--- src/rtl/umips_pkg.sv ---
// Shared definitions for the uMIPS fetch stage: NOP encoding, default vectors and FSM states.
package umips_pkg;

  localparam logic [31:0] NOP_INST         = 32'h0000_0000;
  localparam logic [31:0] DEFAULT_RESET_PC = 32'hBFC0_0000;
  localparam logic [31:0] DEFAULT_EXC_PC   = 32'hBFC0_0380;

  typedef enum logic [1:0] {
    StFetch = 2'd0,
    StHold  = 2'd1,
    StDrop  = 2'd2
  } fetch_state_e;

endpackage

--- src/rtl/umips_fetch.sv ---
// Instruction-fetch stage: owns the PC, the imem handshake, a one-word hold buffer
// for pipeline stalls and a pending-redirect register that preserves the delay slot.
module umips_fetch
  import umips_pkg::*;
#(
  parameter logic [31:0] RESET_PC = DEFAULT_RESET_PC,
  parameter logic [31:0] EXC_PC   = DEFAULT_EXC_PC
) (
  input  logic        clk,
  input  logic        rst,
  input  logic        stall,
  input  logic        exc_flush,
  input  logic        redirect,
  input  logic [31:0] redirect_pc,
  output logic        imem_req,
  output logic [31:0] imem_addr,
  input  logic        imem_ack,
  input  logic [31:0] imem_rdata,
  output logic [31:0] inst_f,
  output logic [31:0] pc_plus_4_f,
  output logic [31:0] pc_f,
  output logic        valid_f,
  output logic        adel_f
);

  fetch_state_e state_q, state_d;
  logic [31:0]  pc_q, pc_d;
  logic [31:0]  hold_q, hold_d;
  logic [31:0]  redir_pc_q, redir_pc_d;
  logic         redir_pend_q, redir_pend_d;

  logic         aligned;
  logic         accept;

  assign aligned     = (pc_q[1:0] == 2'b00);
  assign pc_f        = pc_q;
  assign imem_addr   = pc_q;
  assign pc_plus_4_f = pc_q + 32'd4;
  assign adel_f      = ~aligned;
  assign accept      = valid_f & ~stall;

  always_comb begin
    imem_req = 1'b0;
    valid_f  = 1'b0;
    inst_f   = NOP_INST;
    unique case (state_q)
      StFetch: begin
        if (aligned) begin
          imem_req = 1'b1;
          if (imem_ack) begin
            valid_f = 1'b1;
            inst_f  = imem_rdata;
          end
        end else begin
          // Misaligned PC flows down as an address-error marker with a NOP payload.
          valid_f = 1'b1;
        end
      end
      StHold: begin
        valid_f = 1'b1;
        inst_f  = hold_q;
      end
      StDrop: begin
        imem_req = 1'b1;
      end
      default: ;
    endcase
    if (exc_flush) begin
      valid_f = 1'b0;
      inst_f  = NOP_INST;
    end
  end

  always_comb begin
    state_d      = state_q;
    pc_d         = pc_q;
    hold_d       = hold_q;
    redir_pc_d   = redir_pc_q;
    redir_pend_d = redir_pend_q;

    if (exc_flush) begin
      redir_pend_d = 1'b0;
      // An un-acked request must still complete, so park in DROP until the ack.
      if (((state_q == StFetch) && aligned && !imem_ack) ||
          ((state_q == StDrop) && !imem_ack)) begin
        state_d = StDrop;
      end else begin
        state_d = StFetch;
        pc_d    = EXC_PC;
      end
    end else if (state_q == StDrop) begin
      if (imem_ack) begin
        state_d = StFetch;
        pc_d    = EXC_PC;
      end
    end else if (accept) begin
      state_d      = StFetch;
      redir_pend_d = 1'b0;
      if (redir_pend_q) begin
        pc_d = redir_pc_q;
      end else if (redirect) begin
        pc_d = redirect_pc;
      end else begin
        pc_d = pc_q + 32'd4;
      end
    end else begin
      if (redirect) begin
        redir_pend_d = 1'b1;
        redir_pc_d   = redirect_pc;
      end
      if ((state_q == StFetch) && aligned && imem_ack && stall) begin
        state_d = StHold;
        hold_d  = imem_rdata;
      end
    end
  end

  always_ff @(posedge clk) begin
    if (rst) begin
      state_q      <= StFetch;
      pc_q         <= RESET_PC;
      hold_q       <= NOP_INST;
      redir_pc_q   <= 32'h0;
      redir_pend_q <= 1'b0;
    end else begin
      state_q      <= state_d;
      pc_q         <= pc_d;
      hold_q       <= hold_d;
      redir_pc_q   <= redir_pc_d;
      redir_pend_q <= redir_pend_d;
    end
  end

endmodule

--- config.mk ---
export PLATFORM = sky130hd
export DESIGN_NAME = umips_fetch
export DESIGN_NICKNAME = d
export VERILOG_FILES = /design/src/rtl/umips_pkg.sv /design/src/rtl/umips_fetch.sv
export SDC_FILE = /design/constraint.sdc
export NUM_CORES = 1
export LEC_CHECK = 0
export CORE_MARGIN = 2
export CORE_UTILIZATION = 40
export DETAILED_ROUTE_END_ITERATION = 6
export PLACE_DENSITY = 0.71
export SYNTH_ARGS = -nofsm -noshare
export SYNTH_HDL_FRONTEND = slang
export SYNTH_SLANG_ARGS = --single-unit
--- constraint.sdc ---
create_clock -name clk -period 2.6 [get_ports clk]
set_input_delay 0.26 -clock clk [delete_from_list [all_inputs] [get_ports clk]]
set_output_delay 0.26 -clock clk [all_outputs]
set_load 0.01 [all_outputs]
# After elaboration in Yosys (flattened, before gate mapping)
# Cells that the tools add are included.
[op_classes]
n_eq_ne = 4
magnitude_cmp = 0
n_mul = 0
div = 0
n_reduce_logical = 18
shift = 0
n_addsub = 1
bitwise = 6
n_mux = 25
[op_table]
columns = ["cell", "n"]
rows = [
  ["$mux 32", 10],
  ["$pmux 32 s2", 1],
  ["$add 32x3->32 const B", 1],
  ["$mux 2", 6],
  ["$reduce_and 4->1", 2],
  ["$mux 1", 6],
  ["$logic_and 1x1->1", 5],
  ["$not 1->1", 5],
  ["$logic_not 2->1", 2],
  ["$pmux 1 s2", 2],
  ["$reduce_and 2->1", 2],
  ["$reduce_bool 4->1", 1],
  ["$ne 3x3->1 const B", 1],
  ["$reduce_and 3->1", 1],
  ["$reduce_bool 3->1", 1],
  ["$eq 2x1->1 const B", 1],
  ["$eq 2x2->1 const B", 1],
  ["$ne 2x2->1 const B", 1],
  ["$reduce_bool 2->1", 1],
  ["$reduce_or 2->1", 1],
  ["$and 1x1->1", 1],
  ["$logic_not 1->1", 1],
  ["$logic_or 1x1->1", 1],
]
[totals]
reg_bits = 99
in_bits = 70
ram_bits = 0
n_memories = 0
latchBits = 0
romBits = 0

# Logic depth before layout (Yosys ltp)
[logic_depth]
depth_word = 8
ltp_mapped = 8
mapped_depth_nobuf = 6

# Worst setup path before layout
# Ideal clock, no wire load.
[synth_path]
kind = "register to output"
from = "reg pc_q[2], in the netlist imem_addr[2]"
to = "out pc_plus_4_f[30]"
path_slack_ns = 0.247
required_time_ns = 2.340
n_path_buf = 1
t_arrival_ns = 2.093
path_stages_with_launch = 7
path_cell_list = "dfxtp_1 ha_1 clkbuf_1 nand2_1 nor4_1 or4b_2 xnor2_1"
[synth_between]
elab_chain_cells = 1
[synth_rtl]
columns = ["element", "line", "rtl"]
rows = [
  ["from (decl)", "umips_fetch.sv:27", "logic [31:0] pc_q, pc_d;"],
  ["from (signal assigned)", "umips_fetch.sv:127", "pc_q <= pc_d;"],
  ["$add 32x3->32", "umips_fetch.sv:38", "assign pc_plus_4_f = pc_q + 32'd4;"],
  ["to (decl)", "umips_fetch.sv:20", "output logic [31:0] pc_plus_4_f,"],
]
# No other way between the ends.

# Worst setup path in the final report
[layout_path]
from = "reg pc_q[2], in the netlist imem_addr[2]"
to = "out pc_plus_4_f[22]"
# Same word-level chain as after synthesis.

==> metrics.yaml <==
synth:
  synth_top_area_share: 0.345
  synth-edff-count: 0
  synth-async-reset-ratio: 0
  synth_cell_types: 64
  synth_ff_type: "dfxtp_1"
  yosysWarnings: 0
  synth_area_leader_cell: "dfxtp_1"
  ys_seq_elements: 99
  synth_cells: 778
  synth.avg_cell_area_um2: 7.38
  synth_nets: 849
  synth_area_leaders: "dfxtp_1, nand2_1, a21oi_1, a22oi_1, buf_4"
  syn-cell-area_um2: 5740
  synth-seq-area-share: 0.345
critical_path:
  crit_path_cell_trace: "ha_1 -> nand2_1 -> nor4_2 -> buf_4 -> buf_4 -> nand3_1 -> xnor2_2 -> dlygate4sd2_1"
  crit_path_start_kind: "flop"
  r2r_start: "state_q[1]"
  path_buf_inv: 3
  cp_common_cell: "buf_4"
  r2r_slack_ns: 0.41
  crit_slowest_cell: "dfxtp_1"
  critPathRequiredTime_ns: 2.34
  worstSetupPathType: "reg2out"
  r2r_cells: 5
  end_kind: "primary output"
  r2r_end: "imem_addr[18]"
  path_max_fanout: 5
  cpLargestDelayFamily: "buffers and inverters"
  arrival_ns: 2.27
  cp_slowest_stage_delay_ns: 0.33
floorplanning:
  core_um2: 13900
  die_area_um2: 15300
  die_y_um: 124
  rows: 43
  die_w_um: 124
  start_util: 0.412
  num_io_pins: 201
detailed_routing:
  drcViolationCount: 0
  wl_per_cell_um: 16.7
  dr.pass1.iters: 5
  ant_nets: 0
  num_vias: 6271
  via_per_inst: 5.43
  drt_iter0_markers: 526
  finalWirelength_um: 19300
timing:
  finalHoldViolations: 0
  fin_tns_setup_ns: 0
  final.period_utilization: 0.973
  tightest_slew_ns: 0.826
  maxSlewViolCount: 0
  max_freq_ghz: 0.395
  fin_skew_ns: 0.00812
  setup_viol: 0
  worst_slack_ns: 0.0697
  relSlewSlack: 0.445
  min_period_ns: 2.53
cts:
  cts-root-buf: "clkbuf_16"
  clkLatencyLatePin_ns: 0.36
  clk_pin_slew_ns: 0.07
  cts.path.max_buffers: 2
  htree_levels: 3
  ctsHoldBuffers: 0
  clock-sinks: 99
  cts_inserted_buffers: 9
  cts_tree: "done"
finish:
  final_util: 0.612
  multi_input_area_um2: 3260
  fin_area_um2: 8520
  drive_above_1_share: 0.130
  fill_cells: 1259
  area_growth_pct: 48.5
  seqCellArea_um2: 1980
  layout.nets: 1040
  antennaDiodeCount: 0
pwr:
  vdd_ir_drop_max_v: 0.000327
  powerDensity_nw_per_um2: 484
  power_leakage_nw: 3.45
  p_total_w: 0.00413
hold_path:
  whs_endpoint: "state_q[1]"
  hp-start: "rst"
  holdPathStages: 2
  hold_path.class: "in2reg"
placement:
  place_ws_ns: -0.125
  dpl.hpwl_um: 13700
  placed_area_um2: 8070
  io_buffers: 200
  globalplace.congestion: 0.908
global_routing:
  grt_pass1_vias: 5756
  grt_usage: 0.252
  antenna_found_initial: 0
  grt_max_degree: 43
  gr-total-overflow: 0
  grt_pass1_wl_um: 30000
run_status:
  status: "completed"
job:
  max_cap_violations: 0
==> metrics by stage <==
step	hold slack, ns	instances
floorplan	0.391	778
global placement	0.442	1135
detailed placement	0.447	1135
CTS	0.314	1153
global route	0.349	1154
finish	0.323	1154
==> registers in the layout, summed over array words and instances (netlist names) <==
register,count
redir_pend_q,1
redir_pc_q,32
state_q,2
imem_addr,32
hold_q,32
==> layout make-up <==
class,count,share of cell area
Multi-Input combinational cell,567,0.382
Clock buffer,10,0.0269
Clock inverter,6,0.0162
Timing Repair Buffer,279,0.310
Tap cell,180,0.0264
Sequential cell,99,0.233
Inverter,13,0.00573
==> kinds of logic after synthesis <==
| family | Yosys count | synth area share |
|---|---|---|
| AO/OA/AOI/OAI | 209 | 0.230 |
| XOR/XNOR | 28 | 0.0427 |
| adder cells (fa/ha/maj) | 1 | 0.00218 |
| buffers and inverters | 112 | 0.106 |
| flip-flops | 99 | 0.345 |
| multiplexers | 10 | 0.0177 |
| AND/OR/NAND/NOR | 319 | 0.256 |
==> worst max path at each step <==
stage | start | endpoint | slack [ns] | cells past startpoint
CTS | imem_addr[2] | pc_plus_4_f[26] | -0.15 | 7
floorplan | imem_addr[2] | pc_plus_4_f[30] | 0.25 | 6
finish | imem_addr[2] | pc_plus_4_f[22] | 0.07 | 8
global placement | imem_addr[7] | pc_plus_4_f[26] | -0.08 | 6
detailed placement | imem_addr[6] | pc_plus_4_f[26] | -0.12 | 6
global route | state_q[0] | inst_f[30] | -0.003 | 8
==> where the power goes <==
part	total, W	internal (W)	switching [W]
clock network	0.00165	0.00104	0.000613
registers	0.00161	0.00158	0.0000377
logic	0.000856	0.000416	0.000441
total	0.00413	0.00303	0.00109
==> layout by cell type (no fill, tap or decap), types with 5 or more instances in the layout <==
cell	instances
a211oi_1	6
a21oi_1	85
a22oi_1	38
a2bb2oi_1	6
and3_1	6
buf_12	5
buf_4	73
clkbuf_16	10
clkbuf_2	7
clkdlybuf4s15_1	6
clkdlybuf4s50_1	150
dfxtp_1	99
dlygate4sd2_1	20
dlymetal6s2s_1	15
inv_1	13
mux2i_1	9
nand2_1	169
nand3_1	16
nand4_1	14
nor2_1	60
nor3_1	6
nor4_1	8
o211ai_1	8
o21a_1	5
o21ai_0	25
xnor2_1	17
xor2_1	8
==> cells in the mapped netlist (3+ instances only) <==
cell type / n
o31ai_1: 4
clkbuf_1: 42
o22ai_1: 3
nor2_1: 61
a211oi_1: 6
buf_4: 38
o21a_1: 5
clkbuf_2: 3
nor3_1: 6
xor2_1: 9
a31oi_1: 3
buf_2: 10
or4_1: 4
xnor2_1: 19
o211ai_1: 8
mux2i_1: 9
or3_1: 5
a22o_1: 3
nand2_1: 169
a22oi_1: 38
o21ai_0: 25
nand3_1: 17
buf_1: 3
and4_1: 4
a21oi_1: 85
nand2b_1: 3
inv_1: 13
a32oi_1: 3
nor4_1: 11
dfxtp_1: 99
nand4_1: 14
and3_1: 6
and2_1: 3
a2bb2oi_1: 6
==> metal layers <==
layer | track usage | vias up | part of all wire
li1 | - | 3069 | -
met1 | 0.343 | 2957 | 0.46
met2 | 0.405 | 222 | 0.47
met3 | 0.0458 | 23 | 0.058
met4 | 0.0774 | 0 | 0.017
met5 | 0 | - | 0
==> what timing repair did <==
item / CTS / global route
buffers inserted: 1 / 1
gates resized for setup: 44 / 46
gates cloned: 1 / 0
pin swaps: 4 / 2
endpoints found under the setup margin: 34 / 21
No activity file was read; power rests on OpenSTA's default activity.
